<file path="src/rtl/gmii_udp_stream_rx.sv">
// gmii_udp_stream_rx: GMII receive path that accepts IPv4/UDP packets addressed to
// this receiver (IPV4_DST_BASE low byte + id, DST_PORT) and splits the payload by type:
// 0x00 video, 0x01 audio/aux, 0x02 video followed by aux bytes.
// Ports:
//   clk125, sys_rst_n        GMII RX clock, asynchronous active-low reset
//   id                       receiver index added to the IP low byte (no carry)
//   rxd, rx_dv, rx_er        GMII receive data / valid / error
//   vid_full                 video FIFO full
//   vid_din, vid_wr_en       {x[3:0], y[11:0], pixel bytes (first byte in MSBs)}, write strobe
//   aux_din, aux_wr_en       {sop, eop, byte}, write strobe
//   pkt_ok_cnt, pkt_drop_cnt accepted / aborted-after-accept packets, saturating
//   vid_ovf                  sticky flag: a video word was lost to vid_full
module gmii_udp_stream_rx #(
  parameter logic [31:0] IPV4_DST_BASE = {8'd192, 8'd168, 8'd0, 8'd1},
  parameter logic [15:0] DST_PORT      = 16'd12345,
  parameter int unsigned ID_W          = 1,
  parameter int unsigned PIX_BYTES     = 2,
  parameter int unsigned PAYLOAD_BYTES = 1200
) (
  input  logic                     clk125,
  input  logic                     sys_rst_n,
  input  logic [ID_W-1:0]          id,
  input  logic [7:0]               rxd,
  input  logic                     rx_dv,
  input  logic                     rx_er,
  input  logic                     vid_full,
  output logic [16+8*PIX_BYTES-1:0] vid_din,
  output logic                     vid_wr_en,
  output logic [9:0]               aux_din,
  output logic                     aux_wr_en,
  output logic [15:0]              pkt_ok_cnt,
  output logic [15:0]              pkt_drop_cnt,
  output logic                     vid_ovf
);

  localparam int unsigned PIX_W = 8 * PIX_BYTES;
  localparam int unsigned VID_W = 16 + PIX_W;
  localparam int unsigned SR_W  = 8 * (PIX_BYTES - 1);

  localparam logic [10:0] PIX_LAST  = 11'(PAYLOAD_BYTES - 1);
  localparam logic [1:0]  WORD_LAST = 2'(PIX_BYTES - 1);
  // UDP header (8) + type (1) + x/y (2) + pixel payload precede the aux bytes
  localparam logic [15:0] VIDAX_OFF = 16'(11 + PAYLOAD_BYTES);

  localparam logic [7:0] PREAMBLE = 8'h55;
  localparam logic [7:0] SFD      = 8'hD5;

  localparam logic [2:0] S_IDLE = 3'd0;
  localparam logic [2:0] S_PRE  = 3'd1;
  localparam logic [2:0] S_HDR  = 3'd2;
  localparam logic [2:0] S_VID  = 3'd3;
  localparam logic [2:0] S_AUD  = 3'd4;
  localparam logic [2:0] S_DONE = 3'd5;
  localparam logic [2:0] S_DROP = 3'd6;

  logic [2:0]       state, state_n;
  logic [5:0]       b_idx, b_idx_n;
  logic [15:0]      eth_type, eth_type_n;
  logic [7:0]       ip_ver, ip_ver_n;
  logic [7:0]       ip_proto, ip_proto_n;
  logic [31:0]      dst_ip, dst_ip_n;
  logic [15:0]      dst_port, dst_port_n;
  logic [15:0]      udp_len, udp_len_n;
  logic             vidax, vidax_n;
  logic [3:0]       vid_x, vid_x_n;
  logic [11:0]      vid_y, vid_y_n;
  logic [10:0]      pix_cnt, pix_cnt_n;
  logic [1:0]       word_pos, word_pos_n;
  logic [SR_W-1:0]  word_sr, word_sr_n;
  logic [15:0]      aux_rem, aux_rem_n;
  logic             aux_first, aux_first_n;
  logic [VID_W-1:0] vid_din_n;
  logic             vid_wr_en_n;
  logic [9:0]       aux_din_n;
  logic             aux_wr_en_n;
  logic [15:0]      pkt_ok_cnt_n, pkt_drop_cnt_n;
  logic             vid_ovf_n;
  logic             hdr_match_c;

  function automatic logic [15:0] sat_inc(input logic [15:0] v);
    return (v == 16'hFFFF) ? v : v + 16'd1;
  endfunction

  // All header fields are latched before the type byte, so the match is stable at b42
  assign hdr_match_c = (eth_type == 16'h0800) && (ip_ver == 8'h45) && (ip_proto == 8'h11) &&
                       (dst_ip == {IPV4_DST_BASE[31:8], IPV4_DST_BASE[7:0] + 8'(id)}) &&
                       (dst_port == DST_PORT);

  // Next-state and next-output logic
  always_comb begin
    state_n        = state;
    b_idx_n        = b_idx;
    eth_type_n     = eth_type;
    ip_ver_n       = ip_ver;
    ip_proto_n     = ip_proto;
    dst_ip_n       = dst_ip;
    dst_port_n     = dst_port;
    udp_len_n      = udp_len;
    vidax_n        = vidax;
    vid_x_n        = vid_x;
    vid_y_n        = vid_y;
    pix_cnt_n      = pix_cnt;
    word_pos_n     = word_pos;
    word_sr_n      = word_sr;
    aux_rem_n      = aux_rem;
    aux_first_n    = aux_first;
    vid_din_n      = vid_din;
    vid_wr_en_n    = 1'b0;
    aux_din_n      = aux_din;
    aux_wr_en_n    = 1'b0;
    pkt_ok_cnt_n   = pkt_ok_cnt;
    pkt_drop_cnt_n = pkt_drop_cnt;
    vid_ovf_n      = vid_ovf;

    case (state)
      S_IDLE: if (rx_dv) state_n = S_PRE;

      S_PRE: begin
        if (!rx_dv) state_n = S_IDLE;
        else if (rxd == SFD) begin
          state_n = S_HDR;
          b_idx_n = '0;
        end else if (rxd != PREAMBLE) state_n = S_DROP;
      end

      S_HDR: begin
        if (!rx_dv) state_n = S_IDLE;
        else if (rx_er) state_n = S_DROP;
        else begin
          b_idx_n = b_idx + 6'd1;
          case (b_idx)
            6'd12: eth_type_n[15:8] = rxd;
            6'd13: eth_type_n[7:0]  = rxd;
            6'd14: ip_ver_n         = rxd;
            6'd23: ip_proto_n       = rxd;
            6'd30, 6'd31, 6'd32, 6'd33: dst_ip_n = {dst_ip[23:0], rxd};
            6'd36: dst_port_n[15:8] = rxd;
            6'd37: dst_port_n[7:0]  = rxd;
            6'd38: udp_len_n[15:8]  = rxd;
            6'd39: udp_len_n[7:0]   = rxd;
            6'd42: begin
              pix_cnt_n   = '0;
              word_pos_n  = '0;
              aux_first_n = 1'b1;
              if (!hdr_match_c) state_n = S_DROP;
              else begin
                case (rxd)
                  8'h00: begin
                    state_n = S_VID;
                    vidax_n = 1'b0;
                  end
                  8'h02: begin
                    state_n = S_VID;
                    vidax_n = 1'b1;
                  end
                  8'h01: begin
                    if (udp_len > 16'd9) begin
                      state_n   = S_AUD;
                      aux_rem_n = udp_len - 16'd9;
                    end else state_n = S_DONE;
                  end
                  default: state_n = S_DROP;
                endcase
              end
            end
            default: ;
          endcase
        end
      end

      S_VID: begin
        if (!rx_dv || rx_er) begin
          pkt_drop_cnt_n = sat_inc(pkt_drop_cnt);
          state_n        = rx_dv ? S_DROP : S_IDLE;
        end else if (b_idx == 6'd43) begin
          vid_y_n[7:0] = rxd;
          b_idx_n      = 6'd44;
        end else if (b_idx == 6'd44) begin
          vid_x_n       = rxd[7:4];
          vid_y_n[11:8] = rxd[3:0];
          b_idx_n       = 6'd45;
        end else begin
          // Earlier bytes of the word shift in; the final byte is taken straight from rxd
          word_sr_n = SR_W'({word_sr, rxd});
          if (word_pos == WORD_LAST) begin
            word_pos_n = '0;
            if (vid_full) vid_ovf_n = 1'b1;
            else begin
              vid_wr_en_n = 1'b1;
              vid_din_n   = {vid_x, vid_y, word_sr, rxd};
            end
          end else word_pos_n = word_pos + 2'd1;
          if (pix_cnt == PIX_LAST) begin
            if (vidax && (udp_len > VIDAX_OFF)) begin
              state_n   = S_AUD;
              aux_rem_n = udp_len - VIDAX_OFF;
            end else state_n = S_DONE;
          end else pix_cnt_n = pix_cnt + 11'd1;
        end
      end

      S_AUD: begin
        if (!rx_dv || rx_er) begin
          pkt_drop_cnt_n = sat_inc(pkt_drop_cnt);
          state_n        = rx_dv ? S_DROP : S_IDLE;
        end else begin
          aux_wr_en_n = 1'b1;
          aux_din_n   = {aux_first, aux_rem == 16'd1, rxd};
          aux_first_n = 1'b0;
          aux_rem_n   = aux_rem - 16'd1;
          if (aux_rem == 16'd1) state_n = S_DONE;
        end
      end

      S_DONE: begin
        if (!rx_dv) begin
          pkt_ok_cnt_n = sat_inc(pkt_ok_cnt);
          state_n      = S_IDLE;
        end
      end

      S_DROP: if (!rx_dv) state_n = S_IDLE;

      default: state_n = S_IDLE;
    endcase
  end

  // State and output registers
  always_ff @(posedge clk125 or negedge sys_rst_n) begin
    if (!sys_rst_n) begin
      state        <= S_IDLE;
      b_idx        <= '0;
      eth_type     <= '0;
      ip_ver       <= '0;
      ip_proto     <= '0;
      dst_ip       <= '0;
      dst_port     <= '0;
      udp_len      <= '0;
      vidax        <= 1'b0;
      vid_x        <= '0;
      vid_y        <= '0;
      pix_cnt      <= '0;
      word_pos     <= '0;
      word_sr      <= '0;
      aux_rem      <= '0;
      aux_first    <= 1'b0;
      vid_din      <= '0;
      vid_wr_en    <= 1'b0;
      aux_din      <= '0;
      aux_wr_en    <= 1'b0;
      pkt_ok_cnt   <= '0;
      pkt_drop_cnt <= '0;
      vid_ovf      <= 1'b0;
    end else begin
      state        <= state_n;
      b_idx        <= b_idx_n;
      eth_type     <= eth_type_n;
      ip_ver       <= ip_ver_n;
      ip_proto     <= ip_proto_n;
      dst_ip       <= dst_ip_n;
      dst_port     <= dst_port_n;
      udp_len      <= udp_len_n;
      vidax        <= vidax_n;
      vid_x        <= vid_x_n;
      vid_y        <= vid_y_n;
      pix_cnt      <= pix_cnt_n;
      word_pos     <= word_pos_n;
      word_sr      <= word_sr_n;
      aux_rem      <= aux_rem_n;
      aux_first    <= aux_first_n;
      vid_din      <= vid_din_n;
      vid_wr_en    <= vid_wr_en_n;
      aux_din      <= aux_din_n;
      aux_wr_en    <= aux_wr_en_n;
      pkt_ok_cnt   <= pkt_ok_cnt_n;
      pkt_drop_cnt <= pkt_drop_cnt_n;
      vid_ovf      <= vid_ovf_n;
    end
  end

endmodule
</file>
<file path="config.mk">
export PLATFORM = sky130hd
export DESIGN_NAME = gmii_udp_stream_rx
export DESIGN_NICKNAME = d
export VERILOG_FILES = /design/src/rtl/gmii_udp_stream_rx.sv
export SDC_FILE = /design/constraint.sdc
export NUM_CORES = 1
export LEC_CHECK = 0
export BUFFER_PORTS_ARGS = -buffer_cell sky130_fd_sc_hd__buf_2
export CAP_MARGIN = 20
export CORE_UTILIZATION = 25
export DETAILED_ROUTE_END_ITERATION = 16
export PLACE_DENSITY_LB_ADDON = 0.25
export SLEW_MARGIN = 25
export SYNTH_ARGS = -nofsm -noshare
export SYNTH_HDL_FRONTEND = slang
export SYNTH_SLANG_ARGS = --single-unit
</file>
<file path="constraint.sdc">
create_clock -name clk125 -period 3.1 [get_ports clk125]
set_clock_uncertainty 0.1 [all_clocks]
set_input_delay 0.31 -clock clk125 [delete_from_list [all_inputs] [get_ports clk125]]
set_output_delay 0.31 -clock clk125 [all_outputs]
set_load 0.1 [all_outputs]
</file>
==> run summary, run 1 <==
CLOCK NETWORK
-----------------------------------------------------------------------------------------------
Clock tree from TritonCTS                                                                  done
Worst skew pair latency                                                                 0.56 ns
Clock input transition at the sequential cells of the worst setup and hold paths        0.06 ns
Number of levels in the clock H-tree                                                          1
Maximum buffer depth of the clock tree                                                        3
Number of buffers added by the clock tree synthesis step                                     29
Root buffer cell                                                                   sky130_fd_sc_hd__clkbuf_16
Number of sinks handled by clock tree synthesis                                             237

PLACED DESIGN
-----------------------------------------------------------------------------------------------
Routability congestion estimate from global placement                                    0.8560
Cell Count Post-Placement                                                                  1693
Half-perimeter wire length after detailed placement                                    21400 um
Setup slack at placement                                                              0.2025 ns
Number of port buffers                                                                       90

WORST SETUP PATH
-----------------------------------------------------------------------------------------------
Worst EP required                                                                       3.48 ns
Crit Path Class                                                                         reg2reg
Crit-path leading delay family                                                     simple AND/OR/NAND/NOR gates
Cells on worst reg2reg path                                                                   8
Critical Path, Cell by Cell                                                        nor4b_1 -> nand4_1 -> nor4_1 -> buf_4 -> a31oi_1 -> or2_1 -> buf_4 -> o211ai_1
Critical path origin                                                                eth_type[8]
CP max stage cell                                                                  sky130_fd_sc_hd__nor4b_1
WP data arrival                                                                         3.30 ns
Buffers plus inverters on the worst setup path                                                2
Number of gates on the worst path with buffers counted                                        8
Kind of capture point of the worst setup path                                         flip-flop
Most Frequent Cell on Critical Path                                                sky130_fd_sc_hd__buf_4
Delay of the slowest cell on the worst path                                             0.52 ns
Startpoint of the lowest-slack register-to-register path                            eth_type[8]
Worst-path maximum fanout                                                                     9
Critical Path Start Type                                                              flip-flop

STA
-----------------------------------------------------------------------------------------------
Worst-case hold slack                                                                 0.1320 ns
Final setup violating endpoints                                                               0
RSZ-0062 raised after global routing                                                      false
Minimum clock period after layout                                                      2.927 ns
Aggregate negative setup slack                                                             0 ns
Final Slew Violations                                                                         0
Number of hold violations in the final report                                                 0
Timing-limited maximum frequency                                                     0.3417 GHz
Least-Margin Pin Slew                                                                 0.9899 ns
Tcrit/Tclk final                                                                         0.9442
Setup WS post-layout                                                                  0.1730 ns
Max-slew headroom at the worst pin                                                       0.3376

GRT
-----------------------------------------------------------------------------------------------
Number of antenna violations at the first check in global routing                             0
Via count of the first global-routing pass                                                 8349
Global-route wire length before repair                                                 49610 um
Global routing usage on met2                                                             0.2231
Maximum number of pins on one net before global-route repair                                 72
Final global-route overflow total                                                             0
Met3 track demand over resource                                                         0.02175
GRT Max-Usage Layer                                                                        met2
Met1 layer usage reported by global route                                                0.1788
Overall routing resource usage                                                           0.1335

SYNTH
-----------------------------------------------------------------------------------------------
Simple-gate area share of the yosys netlist                                              0.1519
Share of Yosys cell area claimed by the top area cell type                               0.5169
Adder and majority gate portion of the synthesized area                                 0.01396
Number of warnings printed during yosys synthesis                                             0
Cell types occupying the most area after synthesis                                 sky130_fd_sc_hd__dfrtp_1 52%, sky130_fd_sc_hd__mux2_2 16%, sky130_fd_sc_hd__nand2_1 2.3%
Post-synth design cell area                                                          11470 um^2
XOR/XNOR share of the synthesized area                                                  0.03817
Area leader, netlist                                                               sky130_fd_sc_hd__dfrtp_1
Synthesized instance count                                                                 1008
Syn_nets                                                                                   1034
Proportion of synthesized area in mux cells                                              0.1635
Fraction of the mapped netlist area in compound gates                                   0.08920
Largest family of logic cells by synthesized area                                  multiplexers
Number of register bits inferred by synthesis                                               237
Number of flops mapped to enable cells by yosys                                               0
Most instantiated flip-flop cell in the synthesis netlist                          sky130_fd_sc_hd__dfrtp_1
Proportion of synthesized flip-flops having asynchronous set or reset                     1.000
Average cell area after synthesis                                                    11.38 um^2
Post-synth cell types                                                                        76
Sequential fraction of the synthesis area                                                0.5169

HOLD PATH
-----------------------------------------------------------------------------------------------
Startpoint of the tightest hold check path                                               rxd[3]
Hold path cells                                                                               3
Class of the worst hold path                                                             in2reg

POWER AND IR DROP
-----------------------------------------------------------------------------------------------
Proportion of power drawn by the clock network                                            0.392
Worst VDD drop                                                                      0.0006010 V
Switching power of the nets                                                             3178 uW
Combinational share of power                                                              0.235
Switch share                                                                             0.3372
Internal portion of total power                                                         6247 uW
Static Leakage                                                                      0.006647 uW
Sequential share of power                                                                 0.374
Power Density                                                                      675.6 nW/um^2

LAYOUT
-----------------------------------------------------------------------------------------------
Share of final-layout standard cells stronger than drive strength 1                      0.3116
Nets                                                                                       1153
Multi-input gate area                                                                 5264 um^2
Sequential cell area                                                                  5931 um^2
Filler Cell Count                                                                          4671
Layout Utilization                                                                       0.3081
N_diodes                                                                                      0
Final Non-Filler Cells                                                                     1749
Relative area change from synthesis to final layout                                      21.59%

FLOORPLANNING
-----------------------------------------------------------------------------------------------
Initial Utilization                                                                      0.2534
DIE WIDTH                                                                              216.2 um
Core Box Area                                                                        45280 um^2
Die height                                                                             216.2 um
Overall die area                                                                     46760 um^2
Number of placement rows                                                                     78
Count of pins on the block boundary                                                          91

ROUTE
-----------------------------------------------------------------------------------------------
Via density per instance                                                                  4.783
Number of violations reported at the end of detailed-routing iteration 0                    604
Post-route DRC                                                                                0
Number of detailed-route iterations in the first pass                                         6
Antenna viol nets, final                                                                      0
Average wire per cell in the routed design                                             17.82 um
Vias                                                                                       8366
Post-detailed-routing wire length                                                      31160 um

FLOW RUN
-----------------------------------------------------------------------------------------------
Number of maximum-capacitance violations                                                      0

RUN STATUS
-----------------------------------------------------------------------------------------------
Run status                                                                         complete, no violations

## state kept, by name (all words and copies together) (netlist names), 2 cells and up
| signal | flops |
|---|---|
| dst_ip | 32 |
| vid_din | 32 |
| aux_rem | 16 |
| dst_port | 16 |
| eth_type | 16 |
| pkt_drop_cnt | 16 |
| pkt_ok_cnt | 16 |
| udp_len | 16 |
| vid_y | 12 |
| pix_cnt | 11 |
| aux_din | 10 |
| ip_proto | 8 |
| ip_ver | 8 |
| word_sr | 8 |
| b_idx | 6 |
| vid_x | 4 |
| state | 3 |
| word_pos | 2 |
## final cells by class
type                       instances  share of cell area
clock buffer                      41             0.06099
clock inverter                    12             0.01480
inverter                          20            0.005381
multi-input combinational        700              0.3773
sequential                       237              0.4251
tap                              600             0.05381
timing repair buffer             139             0.06260
## kinds of logic after synthesis
| family | after synthesis |
|---|---|
| buffers and inverters | 71 |
| flip-flops | 237 |
| multiplexers | 166 |
| AND/OR/NAND/NOR | 320 |
| adder cells (fa/ha/maj) | 13 |
| AO/OA/AOI/OAI | 151 |
| XOR/XNOR | 50 |
## worst reg2reg max path, stage by stage, from the launching register on
cell,delay (ns)
sky130_fd_sc_hd__dfrtp_1,0.40
sky130_fd_sc_hd__nor4b_1,0.52
sky130_fd_sc_hd__nand4_1,0.14
sky130_fd_sc_hd__nor4_1,0.48
sky130_fd_sc_hd__buf_4,0.20
sky130_fd_sc_hd__a31oi_1,0.12
sky130_fd_sc_hd__or2_1,0.43
sky130_fd_sc_hd__buf_4,0.26
sky130_fd_sc_hd__o211ai_1,0.18
## per-stage QoR
stage          area, um^2  power, uW
6_report            13950       9425
5_1_grt             13950       9856
4_1_cts             13940       9558
3_5_place_dp        12860       5787
3_3_place_gp        12860       5782
2_1_floorplan       11470       5130
## cells in the mapped netlist (20+ instances only)
library cell               count
sky130_fd_sc_hd__a21oi_1      28
sky130_fd_sc_hd__clkbuf_1     39
sky130_fd_sc_hd__dfrtp_1     237
sky130_fd_sc_hd__inv_1        20
sky130_fd_sc_hd__mux2_2      158
sky130_fd_sc_hd__nand2_1      70
sky130_fd_sc_hd__nand3_1      30
sky130_fd_sc_hd__nand4_1      26
sky130_fd_sc_hd__nor2_1       59
sky130_fd_sc_hd__nor3_1       23
sky130_fd_sc_hd__nor4_1       27
sky130_fd_sc_hd__o21ai_0      40
sky130_fd_sc_hd__xnor2_1      22
sky130_fd_sc_hd__xor2_1       28
## metal layers
| layer | up-vias | part of all wire |
|---|---|---|
| met5 | - | 0 |
| met4 | 0 | 0.023 |
| met3 | 46 | 0.035 |
| met2 | 150 | 0.49 |
| met1 | 4213 | 0.45 |
| li1 | 3957 | - |
## worst paths after layout
| kind | end | slack (ns) |
|---|---|---|
| worst min-delay path | udp_len[3] | 0.13 |
| min in group asynchronous | aux_rem[7] | 0.20 |
| worst max-delay path | aux_rem[2] | 0.17 |
| worst min register to register | pkt_drop_cnt[9] | 0.38 |
| max in group asynchronous | dst_port[3] | 1.86 |
| worst max register to register | aux_rem[2] | 0.17 |
## power groups by stage
stage / Clock (uW) / Combinational [uW] / Sequential, uW
finish: 3690 / 2210 / 3520
global route: 3940 / 2360 / 3560
CTS: 3810 / 2220 / 3520
detailed placement: 0 / 2210 / 3580
global placement: 0 / 2210 / 3570
floorplan: 0 / 921 / 4210
## what timing repair did
action,in CTS,in global routing
resized for setup,0,0
endpoints found under the hold margin,68,0
setup buffers,0,0
hold buffers,3,0
## layout by cell type (no fill, tap or decap), types with 6 or more instances in the layout
| cell | count |
|---|---|
| sky130_fd_sc_hd__ha_1 | 12 |
| sky130_fd_sc_hd__o21ai_0 | 40 |
| sky130_fd_sc_hd__buf_4 | 43 |
| sky130_fd_sc_hd__buf_2 | 89 |
| sky130_fd_sc_hd__nor3_1 | 23 |
| sky130_fd_sc_hd__or3_1 | 6 |
| sky130_fd_sc_hd__clkbuf_16 | 29 |
| sky130_fd_sc_hd__nand2_1 | 70 |
| sky130_fd_sc_hd__mux2_2 | 158 |
| sky130_fd_sc_hd__nand4_1 | 26 |
| sky130_fd_sc_hd__or4_1 | 6 |
| sky130_fd_sc_hd__nor4b_1 | 17 |
| sky130_fd_sc_hd__nor2b_1 | 8 |
| sky130_fd_sc_hd__nand3_1 | 30 |
| sky130_fd_sc_hd__nor2_1 | 59 |
| sky130_fd_sc_hd__xnor2_1 | 22 |
| sky130_fd_sc_hd__clkbuf_8 | 8 |
| sky130_fd_sc_hd__dfrtp_1 | 237 |
| sky130_fd_sc_hd__inv_1 | 20 |
| sky130_fd_sc_hd__and3_1 | 9 |
| sky130_fd_sc_hd__nand2b_1 | 6 |
| sky130_fd_sc_hd__o211ai_1 | 8 |
| sky130_fd_sc_hd__xor2_1 | 28 |
| sky130_fd_sc_hd__nor4_1 | 26 |
| sky130_fd_sc_hd__a21oi_1 | 28 |
| sky130_fd_sc_hd__a211o_1 | 6 |
| sky130_fd_sc_hd__o31ai_1 | 6 |
No activity file was read; power rests on OpenSTA's default activity.
==> run 2, diff against run 1 <==
--- a/config.mk
+++ b/config.mk
@@ -5,12 +5,12 @@
 export SDC_FILE = /design/constraint.sdc
 export NUM_CORES = 1
 export LEC_CHECK = 0
-export BUFFER_PORTS_ARGS = -buffer_cell sky130_fd_sc_hd__buf_2
+export BUFFER_PORTS_ARGS = -buffer_cell sky130_fd_sc_hd__buf_4
 export CAP_MARGIN = 20
 export CORE_UTILIZATION = 25
 export DETAILED_ROUTE_END_ITERATION = 16
 export PLACE_DENSITY_LB_ADDON = 0.25
-export SLEW_MARGIN = 25
+export SLEW_MARGIN = 20
 export SYNTH_ARGS = -nofsm -noshare
 export SYNTH_HDL_FRONTEND = slang
 export SYNTH_SLANG_ARGS = --single-unit
==> run 2 against run 1 <==
Compared with the run above:
- first-iteration DRC count is 23% lower
- register-to-register slack is essentially flat
- clock-buffer cell count is 2 lower
- fmax rose by 0.32%
- critical path depth unchanged
- sequential power barely moved
- non-clock buffer count down 5
- design area up 1.2%
- die area is the same
- sequential share of layout area shrank 0.50 points
- flip-flop and latch count unchanged
- wire length decreased by 1.3%
==> run summary, run 2 (synthesized netlist as in run 1, its figures left out) <==
WORST SETUP PATH
-----------------------------------------------------------------------------------------------
WP data arrival                                                                         3.30 ns
Crit Path Class                                                                         reg2reg
Delay of the slowest cell on the worst path                                             0.53 ns
Worst EP required                                                                       3.48 ns
Kind of capture point of the worst setup path                                         flip-flop
Critical Path Start Type                                                              flip-flop
Register-to-register setup slack                                                        0.18 ns
Worst-path maximum fanout                                                                    12
Most Frequent Cell on Critical Path                                                sky130_fd_sc_hd__buf_4
Critical Path, Cell by Cell                                                        nor4b_1 -> nand4_1 -> nor4_1 -> buf_4 -> a31oi_1 -> or2_1 -> buf_4 -> o211ai_1
CP max stage cell                                                                  sky130_fd_sc_hd__nor4b_1

STA
-----------------------------------------------------------------------------------------------
Timing-limited maximum frequency                                                     0.3427 GHz
Final Slew Violations                                                                         0
Least-Margin Pin Slew                                                                 0.9722 ns
Minimum clock period after layout                                                      2.918 ns
Final setup violating endpoints                                                               0
Max-slew headroom at the worst pin                                                       0.3519
Tcrit/Tclk final                                                                         0.9412
Number of hold violations in the final report                                                 0
RSZ-0062 raised after global routing                                                      false
Aggregate negative setup slack                                                             0 ns

PLACED DESIGN
-----------------------------------------------------------------------------------------------
Routability congestion estimate from global placement                                    0.8088
Half-perimeter wire length after detailed placement                                    20810 um
Number of port buffers                                                                       90

CLOCK NETWORK
-----------------------------------------------------------------------------------------------
Clock input transition at the sequential cells of the worst setup and hold paths        0.06 ns
Worst skew pair latency                                                                 0.56 ns
Clock tree from TritonCTS                                                                  done
Root buffer cell                                                                   sky130_fd_sc_hd__clkbuf_16
Hold buffer count at CTS                                                                      3
Number of levels in the clock H-tree                                                          1
Number of buffers added by the clock tree synthesis step                                     29
Post-CTS Setup Inserts                                                                        0
Count of cells resized by post-cts repair                                                     0
Maximum buffer depth of the clock tree                                                        3
Number of sinks handled by clock tree synthesis                                             237

POWER AND IR DROP
-----------------------------------------------------------------------------------------------
Sequential share of power                                                                 0.374
Power Density                                                                      666.5 nW/um^2
Combinational share of power                                                              0.237
Static Leakage                                                                      0.006621 uW
Power Total                                                                             9410 uW
Proportion of power drawn by the clock network                                            0.388
Switch share                                                                             0.3312
Switching power of the nets                                                             3116 uW
Internal portion of total power                                                         6293 uW
Worst VDD drop                                                                      0.0004472 V

RUN STATUS
-----------------------------------------------------------------------------------------------
Run status                                                                         complete, no violations

GRT
-----------------------------------------------------------------------------------------------
Overall routing resource usage                                                           0.1327
Number of antenna violations at the first check in global routing                             0
Final global-route overflow total                                                             0
Maximum number of pins on one net before global-route repair                                 68
Global-route wire length before repair                                                 49490 um
Via count of the first global-routing pass                                                 8405

LAYOUT
-----------------------------------------------------------------------------------------------
Nets                                                                                       1148
Commonest non-fill, non-tap cell in the layout                                     sky130_fd_sc_hd__dfrtp_1
Layout Utilization                                                                       0.3118
Share of final-layout standard cells stronger than drive strength 1                      0.3047
Relative area change from synthesis to final layout                                      23.04%
N_diodes                                                                                      0
Largest registers                                                                  dst_ip x32, vid_din x32
Most frequent cells in the layout                                                  237 x sky130_fd_sc_hd__dfrtp_1, 158 x sky130_fd_sc_hd__mux2_2, 126 x sky130_fd_sc_hd__buf_4, 70 x sky130_fd_sc_hd__nand2_1, 59 x sky130_fd_sc_hd__nor2_1

HOLD PATH
-----------------------------------------------------------------------------------------------
Class of the worst hold path                                                             in2reg

FLOORPLANNING
-----------------------------------------------------------------------------------------------
Die height                                                                             216.2 um
Count of pins on the block boundary                                                          91
Number of placement rows                                                                     78
Initial Utilization                                                                      0.2534
Overall die area                                                                     46760 um^2
Core Box Area                                                                        45280 um^2
DIE WIDTH                                                                              216.2 um

ROUTE
-----------------------------------------------------------------------------------------------
Number of violations reported at the end of detailed-routing iteration 0                    465
Antenna viol nets, final                                                                      0
Vias                                                                                       8380
Number of detailed-route iterations in the first pass                                         4
Post-route DRC                                                                                0
Average wire per cell in the routed design                                             17.66 um
Post-detailed-routing wire length                                                      30770 um
Via density per instance                                                                  4.811

FLOW RUN
-----------------------------------------------------------------------------------------------
Number of maximum-capacitance violations                                                      0

[run 2: worst paths after layout]
check	start	to	depth (start not counted)
max in group asynchronous	sys_rst_n	pkt_ok_cnt[1]	3
max reg2reg	eth_type[7]	aux_rem[2]	8
min reg2reg	vid_din[30]	vid_din[30]	1
min in group asynchronous	sys_rst_n	udp_len[13]	2
max	eth_type[7]	aux_rem[2]	8
min	rxd[3]	udp_len[3]	3
[run 2: through the flow]
step                area, um^2  instances  worst slack, ns  hold slack (ns)
floorplan                11470       1008           0.4026         -0.08559
global placement         13050       1688           0.1200           0.1804
detailed placement       13050       1688          0.09847           0.1800
CTS                      14120       1742           0.1891          0.03815
global route             14120       1742          0.01643          0.08003
finish                   14120       1742           0.1824          0.05998
[run 2: critical path, delay by kind of cell (launching register included)]
| kind | cells | cell delay (ns) |
|---|---|---|
| and+or+nand+nor | 4 | 1.61 |
| AOI/OAI and AO/OA | 2 | 0.28 |
| buffers and inverters | 2 | 0.45 |
| DFF | 1 | 0.40 |
[run 2: power groups by stage]
stage / sequential, uW / clock [uW] / combinational (uW)
floorplan: 4210 / 0 / 921
global placement: 3570 / 0 / 2240
detailed placement: 3580 / 0 / 2240
CTS: 3520 / 3770 / 2250
global route: 3560 / 3880 / 2410
finish: 3520 / 3650 / 2230
[run 2: layout make-up]
cell class | instances | area, um^2
timing repair buffer | 134 | 1071
clock buffer | 39 | 813.3
clock inverter | 12 | 225.2
tap | 600 | 750.7
sequential | 237 | 5931
inverter | 20 | 75.07
fill | 4697 | 31170
multi-input combinational | 700 | 5251
[run 2: layer usage]
| layer | vias to the layer above | wire, um | GRT usage |
|---|---|---|---|
| li1 | 3959 | - | - |
| met1 | 4240 | 14010 | 0.1754 |
| met2 | 128 | 14800 | 0.2209 |
| met3 | 53 | 990 | 0.02119 |
| met4 | 0 | 963 | 0.04272 |
| met5 | - | 0 | 0 |
